[config.mk]
export PLATFORM = sky130hd
export DESIGN_NAME = vga_timing_gen
export DESIGN_NICKNAME = d
export VERILOG_FILES = /design/src/rtl/vga_pkg.sv /design/src/rtl/vga_axis_cnt.sv /design/src/rtl/vga_timing_gen.sv
export SDC_FILE = /design/constraint.sdc
export NUM_CORES = 1
export LEC_CHECK = 0
export ABC_AREA = 1
export CORE_ASPECT_RATIO = 1.75
export CORE_MARGIN = 10
export CORE_UTILIZATION = 56
export CTS_CLUSTER_DIAMETER = 120
export DETAILED_ROUTE_END_ITERATION = 16
export PLACE_DENSITY = 0.95
export SLEW_MARGIN = 10
export SYNTH_ARGS = -nofsm -noshare
export SYNTH_HDL_FRONTEND = slang
export SYNTH_SLANG_ARGS = --single-unit
[constraint.sdc]
create_clock -name pclk -period 2.4 [get_ports pclk]
set_input_delay 0.72 -clock pclk [delete_from_list [all_inputs] [get_ports pclk]]
set_output_delay 0.72 -clock pclk [all_outputs]
set_load 0.01 [all_outputs]
[src/rtl/vga_pkg.sv]
// Purpose: shared raster geometry (800x600@60, 40 MHz pclk) and count types for the video chain.
// Latency: n/a (constants, types and a helper function only).
// Backpressure: n/a.
package vga_pkg;

  localparam int CNT_W = 12;

  localparam int H_VISIBLE = 800;
  localparam int H_FRONT   = 40;
  localparam int H_SYNC    = 128;
  localparam int H_BACK    = 88;

  localparam int V_VISIBLE = 600;
  localparam int V_FRONT   = 1;
  localparam int V_SYNC    = 4;
  localparam int V_BACK    = 23;

  localparam int H_TOTAL = H_VISIBLE + H_FRONT + H_SYNC + H_BACK;
  localparam int V_TOTAL = V_VISIBLE + V_FRONT + V_SYNC + V_BACK;

  typedef logic [CNT_W-1:0] cnt_t;

  // Total length of one axis (line or frame) from its four segments.
  function automatic int axis_total(input int visible, input int front,
                                    input int sync, input int back);
    return visible + front + sync + back;
  endfunction

endpackage

[src/rtl/vga_axis_cnt.sv]
// Purpose: one raster axis counter with blanking/sync decode and a wrap strobe.
// Latency: count and flags are registered together, flags decoded from the next count (no skew).
// Backpressure: none; advances only when en && step, otherwise all state holds.
module vga_axis_cnt
  import vga_pkg::*;
#(
  parameter int VISIBLE = H_VISIBLE,
  parameter int FRONT   = H_FRONT,
  parameter int SYNC    = H_SYNC,
  parameter int BACK    = H_BACK,
  parameter bit POL     = 1'b1
) (
  input  logic clk,
  input  logic rst,
  input  logic step,
  input  logic en,
  output cnt_t count,
  output logic blnk,
  output logic sync,
  output logic wrap
);

  localparam int   TOTAL    = axis_total(VISIBLE, FRONT, SYNC, BACK);
  localparam int   SYNC_BEG = VISIBLE + FRONT;
  localparam int   SYNC_END = VISIBLE + FRONT + SYNC;
  localparam cnt_t LAST     = cnt_t'(TOTAL - 1);

  // The counter must be able to hold TOTAL-1.
  if (TOTAL > (1 << CNT_W)) begin : g_total_chk
    $error("vga_axis_cnt: axis total %0d exceeds %0d-bit counter", TOTAL, CNT_W);
  end

  logic adv;
  cnt_t count_nxt;
  logic blnk_nxt;
  logic sync_nxt;

  // Next count and flag decode; flags describe the value the counter is about to take.
  always_comb begin
    adv       = en & step;
    wrap      = adv && (count == LAST);
    count_nxt = count;
    if (wrap) begin
      count_nxt = '0;
    end else if (adv) begin
      count_nxt = count + cnt_t'(1);
    end
    blnk_nxt = (int'(count_nxt) >= VISIBLE);
    sync_nxt = ((int'(count_nxt) >= SYNC_BEG) && (int'(count_nxt) < SYNC_END)) ? POL : ~POL;
  end

  // Count and flags registered on the same edge so they stay aligned.
  always_ff @(posedge clk or negedge rst) begin
    if (!rst) begin
      count <= '0;
      blnk  <= 1'b0;
      sync  <= ~POL;
    end else begin
      count <= count_nxt;
      blnk  <= blnk_nxt;
      sync  <= sync_nxt;
    end
  end

endmodule

[src/rtl/vga_timing_gen.sv]
// Purpose: free-running VGA raster source: hcount/vcount, syncs, blanks and a frame_start pulse.
// Latency: all outputs registered, one coherent raster sample per pclk, no extra pipeline.
// Backpressure: none downstream; en low freezes every output and forces frame_start to 0.
module vga_timing_gen
  import vga_pkg::*;
#(
  parameter int H_VISIBLE = vga_pkg::H_VISIBLE,
  parameter int H_FRONT   = vga_pkg::H_FRONT,
  parameter int H_SYNC    = vga_pkg::H_SYNC,
  parameter int H_BACK    = vga_pkg::H_BACK,
  parameter int V_VISIBLE = vga_pkg::V_VISIBLE,
  parameter int V_FRONT   = vga_pkg::V_FRONT,
  parameter int V_SYNC    = vga_pkg::V_SYNC,
  parameter int V_BACK    = vga_pkg::V_BACK,
  parameter bit HSYNC_POL = 1'b1,
  parameter bit VSYNC_POL = 1'b1
) (
  input  logic             pclk,
  input  logic             rst,
  input  logic             en,
  output logic [CNT_W-1:0] hcount_out,
  output logic             hsync_out,
  output logic             hblnk_out,
  output logic [CNT_W-1:0] vcount_out,
  output logic             vsync_out,
  output logic             vblnk_out,
  output logic             frame_start
);

  logic hwrap;
  logic vwrap;

  vga_axis_cnt #(
    .VISIBLE (H_VISIBLE),
    .FRONT   (H_FRONT),
    .SYNC    (H_SYNC),
    .BACK    (H_BACK),
    .POL     (HSYNC_POL)
  ) u_h_cnt (
    .clk   (pclk),
    .rst   (rst),
    .step  (en),
    .en    (en),
    .count (hcount_out),
    .blnk  (hblnk_out),
    .sync  (hsync_out),
    .wrap  (hwrap)
  );

  // Vertical axis advances only on the cycle the line wraps.
  vga_axis_cnt #(
    .VISIBLE (V_VISIBLE),
    .FRONT   (V_FRONT),
    .SYNC    (V_SYNC),
    .BACK    (V_BACK),
    .POL     (VSYNC_POL)
  ) u_v_cnt (
    .clk   (pclk),
    .rst   (rst),
    .step  (hwrap),
    .en    (en),
    .count (vcount_out),
    .blnk  (vblnk_out),
    .sync  (vsync_out),
    .wrap  (vwrap)
  );

  // Pulse only when a counting edge lands on (0,0); the post-reset (0,0) is never flagged.
  always_ff @(posedge pclk or negedge rst) begin
    if (!rst) begin
      frame_start <= 1'b0;
    end else begin
      frame_start <= hwrap & vwrap;
    end
  end

endmodule

After elaboration in Yosys (flattened, before gate mapping)
Cells that the tools add are included.
W data, S select, Z words.
{"block": "classes", "addsub": 2, "magnitude_cmp": 6, "eq_ne": 2, "muxes": 6, "bitwise_logic": 2, "n_reduce_logical": 4}
{"operator": "$ge A12 B10 Y1 const B", "n": 4}
{"operator": "$mux W12", "n": 4}
{"operator": "$add A12 B1 Y12 const B", "n": 2}
{"operator": "$lt A12 B10 Y1 const B", "n": 2}
{"operator": "$eq A12 B10 Y1 const B", "n": 1}
{"operator": "$eq A12 B11 Y1 const B", "n": 1}
{"operator": "$logic_and A1 B1 Y1", "n": 4}
{"operator": "$and A1 B1 Y1", "n": 2}
{"operator": "$mux W1", "n": 2}
{"block": "word_totals", "ff_bits": 29, "in_bits": 3, "out_inout_bits": 29, "word_cells": 29}

Depth between registers and ports, before layout
Gate-level depths: netlist (run 1).
{"block": "depth", "word_depth": 8, "mapped_depth": 13, "ltp_nobuf": 13}

Modules after synthesis
A second synthesis (run 1) with hierarchy kept.
{"block": "unflattened", "cells_unflattened": 250, "hier_area_um2": 1818.0}
{"module": "vga_axis_cnt (u_v_cnt)", "instances": 1, "cells_each": 135, "area_per_inst_um2": 933.4, "seq_area_each_um2": 350.3}
{"module": "vga_axis_cnt (u_h_cnt)", "instances": 1, "cells_each": 112, "area_per_inst_um2": 852.1, "seq_area_each_um2": 350.3}
{"module": "vga_timing_gen", "instances": 1, "cells_each": 3, "area_per_inst_um2": 32.5, "seq_area_each_um2": 25.0}

Least setup slack after synthesis (run 1)
OpenSTA, ideal clock, no wires.
{"block": "synth_path", "path_type": "in2reg", "startpoint": "input port en", "endpoint": "register u_h_cnt.blnk", "setup_ns": 0.127, "arrival_ns": 1.618, "required_ns": 2.273, "setup_slack_ns": 0.656, "stages": 8, "n_path_buf": 0, "cell_sequence": "nand2_1 nor2_2 nand3_2 nor2_1 xor2_1 inv_1 o31ai_1 nand2_1"}
{"block": "synth_between", "elab_chain_len": 3, "word_cells_on_any_way": 4, "cone_classes": "1 x order compare; 2 x mux; 1 x reduce/logical"}
{"element": "start, declared", "line_no": "vga_timing_gen.sv:20", "rtl": "input logic en,"}
{"element": "$mux W12 / $logic_and A1 B1 Y1 (equally long branches)", "line_no": "vga_axis_cnt.sv:45, vga_axis_cnt.sv:41"}
{"element": "$mux W12 (*)", "line_no": "vga_axis_cnt.sv:43", "rtl": "if (wrap) begin"}
{"element": "net u_h_cnt.count_nxt[7]", "line_no": "vga_axis_cnt.sv:34", "rtl": "cnt_t count_nxt;"}
{"element": "$ge A12 B10 Y1 (*)", "line_no": "vga_axis_cnt.sv:48", "rtl": "blnk_nxt = (int'(count_nxt) >= VISIBLE);"}
{"element": "net u_h_cnt.blnk_nxt", "line_no": "vga_axis_cnt.sv:35", "rtl": "logic blnk_nxt;"}
{"element": "end signal, assigned", "line_no": "vga_axis_cnt.sv:60", "rtl": "blnk <= blnk_nxt;"}
{"element": "end, declared", "line_no": "vga_axis_cnt.sv:18", "rtl": "output logic blnk,"}
The timed path passes the listed nets; every way through them passes the cells marked *.

Worst setup path in the final report (run 1)
{"block": "layout_path", "startpoint": "input port en", "endpoint": "register u_h_cnt.sync"}
{"block": "layout_between", "elab_chain_len": 5, "word_cells_on_any_way": 7, "cone_classes": "2 x order compare; 3 x mux; 2 x reduce/logical"}
{"element": "$mux W12 / $logic_and A1 B1 Y1 (equally long branches)", "line_no": "vga_axis_cnt.sv:45, vga_axis_cnt.sv:41"}
{"element": "$mux W12 (*)", "line_no": "vga_axis_cnt.sv:43"}
{"element": "$ge A12 B10 Y1 / $lt A12 B10 Y1 (equally long branches)", "line_no": "vga_axis_cnt.sv:49", "rtl": "sync_nxt = ((int'(count_nxt) >= SYNC_BEG) && (int'(count_nxt) < SYNC_END)) ? POL : ~POL;"}
{"element": "$logic_and A1 B1 Y1 (*)", "line_no": "vga_axis_cnt.sv:49"}
{"element": "$mux W1 (*)", "line_no": "vga_axis_cnt.sv:49"}
{"element": "net u_h_cnt.sync_nxt", "line_no": "vga_axis_cnt.sv:36", "rtl": "logic sync_nxt;"}
{"element": "end signal, assigned", "line_no": "vga_axis_cnt.sv:57", "rtl": "sync <= ~POL;"}
{"element": "end signal, assigned", "line_no": "vga_axis_cnt.sv:61", "rtl": "sync <= sync_nxt;"}
{"element": "end, declared", "line_no": "vga_axis_cnt.sv:19", "rtl": "output logic sync,"}
Marked as above.

==> results.md, run 1 <==
- Avg WL per Cell: around 14 um
- Iter 0 DRT Violations: 44
- Arr. time, crit path: ~2.4 ns
- Global-route wire length before repair: about 7700 um
- Rel. slew slack: 0.754
- Crit path max fanout: 4
- Most common cell on crit path: nand2_1
- Syn Area/Cell: 6.95 um^2
- Tightest Hold Check Type: register to register
- Max-capacitance violation count: 0
- Hold_buf cts: 0
- Htree depth: 2
- Routed wl met3: 227 um
- I/O Buffers: 31
- Post-CTS setup buffers: 0
- CTS Root Cell: clkbuf_8
- DRT met1 WL: ~1700 um
- Routed met2 length: 2370 um
- Initial antenna violation count: 0
- Post-synthesis net count: around 260
- CP max stage cell: clkdlybuf4s50_1
- F_max: 0.451 GHz
- PwrDens: ~650 mW/mm^2
- Drt drc: 0
- N_diodes: 0
- Maximum clock path buffer count: 2
- Crit-path leading delay family: simple AND/OR/NAND/NOR gates
- # resized after CTS: 0
- Setup Slack @ Placement: -0.0642 ns
- Synth cell types: 24
- Slew Viols, Final: 0
- Crit path cell chain: clkdlybuf4s50_1 > nand2_1 > nor2_2 > nand3_2 > nor2_1 > nand2_1 > xor2_1 > nand2_1 > inv_1 > nand4_1 > inv_1
- # setup viols final: 0
- Post-route antenna net violation count: 0
- Initial Util: 0.589
- Clock latency at the later pin of the worst-skew pair: 0.28 ns
- Worst Path Required: 2.63 ns
- Hold Fails Final Rpt: 0
- Full die area: just under 0.006 mm^2
- CTS clock-pin slew for the worst setup and hold paths: around 0.060 ns
- Die height: ~94 um
- Cell area after synthesis: 0.00174 mm^2
- GPL Wtd Cong: roughly 0.97
- Layout fillers: about 240
- Layout cells sized above 1: 0.0952
- Net count, final: 298
- DP HPWL: 3540 um
- CP Launch Type: primary input
- Post-synthesis register bit count: 29
- Overflow after GRT: 0
- Die width: ~62 um
- Clock skew: about 0.0064 ns
- RSZ-0062 raised after global routing: no
- Total design power: 1.45 mW
- Total number of vias: around 1700
- TritonCTS clock tree: built
- Peak VDD IR: approximately 0.62 mV
- Multi-input logic area: around 860 um^2
- Worst hold slack: about 0.55 ns
- FP Rows: 26
- TritonCTS sink count: 29
- Leak pwr: ~1.1 nW
- Critical path class: primary input to register
- Via/cell ratio: between 5 and 6
- Area growth syn-to-layout: 27.3%
- GRT Util Overall: 0.163
- Syn Inst Count: around 250
- Core area: just under 0.003 mm^2
- Status: complete, no violations
- Sequential area share after synthesis: 0.416
- Routed wire length: about 4600 um
- Number of global-route vias before repair: roughly 1700
- CP max stage delay: between 0.5 and 0.6 ns
- Crit path time final: 2.22 ns
- Final worst slack: approximately 0.18 ns
- Buf/Inv on CP: 3
- IO Pins: 32
- Part of the cycle the worst path needs: 0.923
- Largest net degree at the start of global routing: 30
- Setup crit end kind: register
- TritonCTS Buffers: 5
- Tightest Pin Transition: 0.369 ns
- Top routing layer used: met4
- Reg area: roughly 730 um^2
- Number of synthesis warnings: 0
- DRT Pass-1 Iters: 4
==> worst register-to-register path: stages, from the launching register on <==
cell and delay, ns:
dfrtp_1 0.45, ha_1 0.33, nand3_1 0.18, nor3_1 0.25, nand3_1 0.11, nand2_1 0.09, nand2_1 0.06, nor2_1 0.22
nand4_1 0.14, nor2_1 0.12
==> per-stage QoR <==
step | cell area, um^2 | util | TNS [ns] | cells
floorplan | 1740 | - | 0 | 251
global placement | 2140 | 0.722 | -0.0419 | 328
detailed placement | 2140 | 0.722 | -0.121 | 328
CTS | 2220 | 0.750 | 0 | 336
global route | 2220 | 0.750 | 0 | 336
finish | 2220 | 0.750 | 0 | 336
==> power by group <==
group          switching [mW]  total [mW]  internal [mW]
Combinational           0.230       0.430          0.200
Sequential             0.0812       0.633          0.552
Clock                   0.182       0.382          0.200
Total                   0.494        1.45          0.952
==> final cells by class <==
type | count | share of cell area
Inverter | 43 | 0.0733
Tap cell | 42 | 0.0237
Sequential cell | 29 | 0.327
Clock buffer | 6 | 0.0327
Clock inverter | 2 | 0.00451
Timing Repair Buffer | 35 | 0.153
Multi-Input combinational cell | 179 | 0.386
==> layer usage <==
layer | GRT usage | vias up
met5 | 0 | -
met2 | 0.296 | 67
met4 | 0.132 | 0
li1 | - | 858
met1 | 0.149 | 801
met3 | 0.0430 | 23
==> cells by family after synthesis <==
group,Yosys count,share of synthesized area
xor+xnor,9,0.0452
flops,29,0.416
buf+inv,43,0.0933
fa+ha+maj,2,0.0143
compound gates,8,0.0287
simple gates,160,0.402
==> cells in the final DEF, fill, tap and decap left out, drive strengths merged <==
| cell type | instances |
|---|---|
| nor2 | 38 |
| clkdlybuf4s50 | 31 |
| nand3 | 29 |
| xnor2 | 2 |
| inv | 42 |
| o21ai | 4 |
| dfrtp | 29 |
| nand2 | 84 |
| ha | 2 |
| clkbuf | 6 |
| or2 | 1 |
| clkinv | 3 |
| xor2 | 7 |
| buf | 4 |
| o31ai | 1 |
| nand3b | 1 |
| nor3 | 1 |
| nand4 | 6 |
| a21o | 1 |
| a21oi | 2 |
==> Yosys cell counts <==
cell | number | area [um^2]
clkinv_2 | 1 | 5.00
inv_2 | 1 | 3.75
nor2_2 | 7 | 43.8
nand3_1 | 26 | 130
nand3b_1 | 1 | 7.51
dfrtp_1 | 29 | 726
nor3_1 | 1 | 5.00
or2_2 | 1 | 6.26
nand4_1 | 6 | 37.5
a21o_2 | 1 | 8.76
o21ai_1 | 2 | 10.0
xor2_1 | 7 | 61.3
xnor2_1 | 2 | 17.5
o31ai_1 | 1 | 7.51
nand2_1 | 83 | 312
nor2_1 | 30 | 113
ha_1 | 2 | 25.0
inv_1 | 41 | 154
o21ai_0 | 1 | 5.00
nand3_2 | 3 | 30.0
nand2_2 | 1 | 6.26
a21oi_1 | 2 | 10.0
nor2_4 | 1 | 11.3
o21ai_2 | 1 | 8.76
==> registers in the layout, summed over array words and instances, names as in the netlist <==
register	cells
u_v_cnt.blnk	1
u_h_cnt.count	12
u_v_cnt.count	12
u_h_cnt.blnk	1
u_h_cnt.sync	1
u_v_cnt.sync	1
frame_start	1
==> path summary, 6_finish.rpt <==
check | endpoint | cells past startpoint | from | slack [ns]
worst min-delay path | u_h_cnt.count[11] | 2 | u_h_cnt.count[11] | 0.55
max in group asynchronous | u_h_cnt.count[7] | 2 | rst | 1.31
worst min register to register | u_h_cnt.count[11] | 2 | u_h_cnt.count[11] | 0.55
worst max register to register | u_v_cnt.sync | 9 | u_v_cnt.count[0] | 0.37
min in group asynchronous | u_v_cnt.count[3] | 2 | rst | 0.82
worst max-delay path | u_h_cnt.sync | 11 | en | 0.18
Note: power is estimated with default switching activity, not from simulation.
==> run 2: changes to the inputs <==
Settings changed: SKIP_LAST_GASP from default to 1.
==> results of run 2 <==
No change in the layout: final DEF, timing and power equal those of run 1.
==> run 3: changes to the inputs <==
Settings changed: SKIP_CTS_REPAIR_TIMING from default to 1.
==> results of run 3 <==
No change in the layout: final DEF, timing and power equal those of run 1.
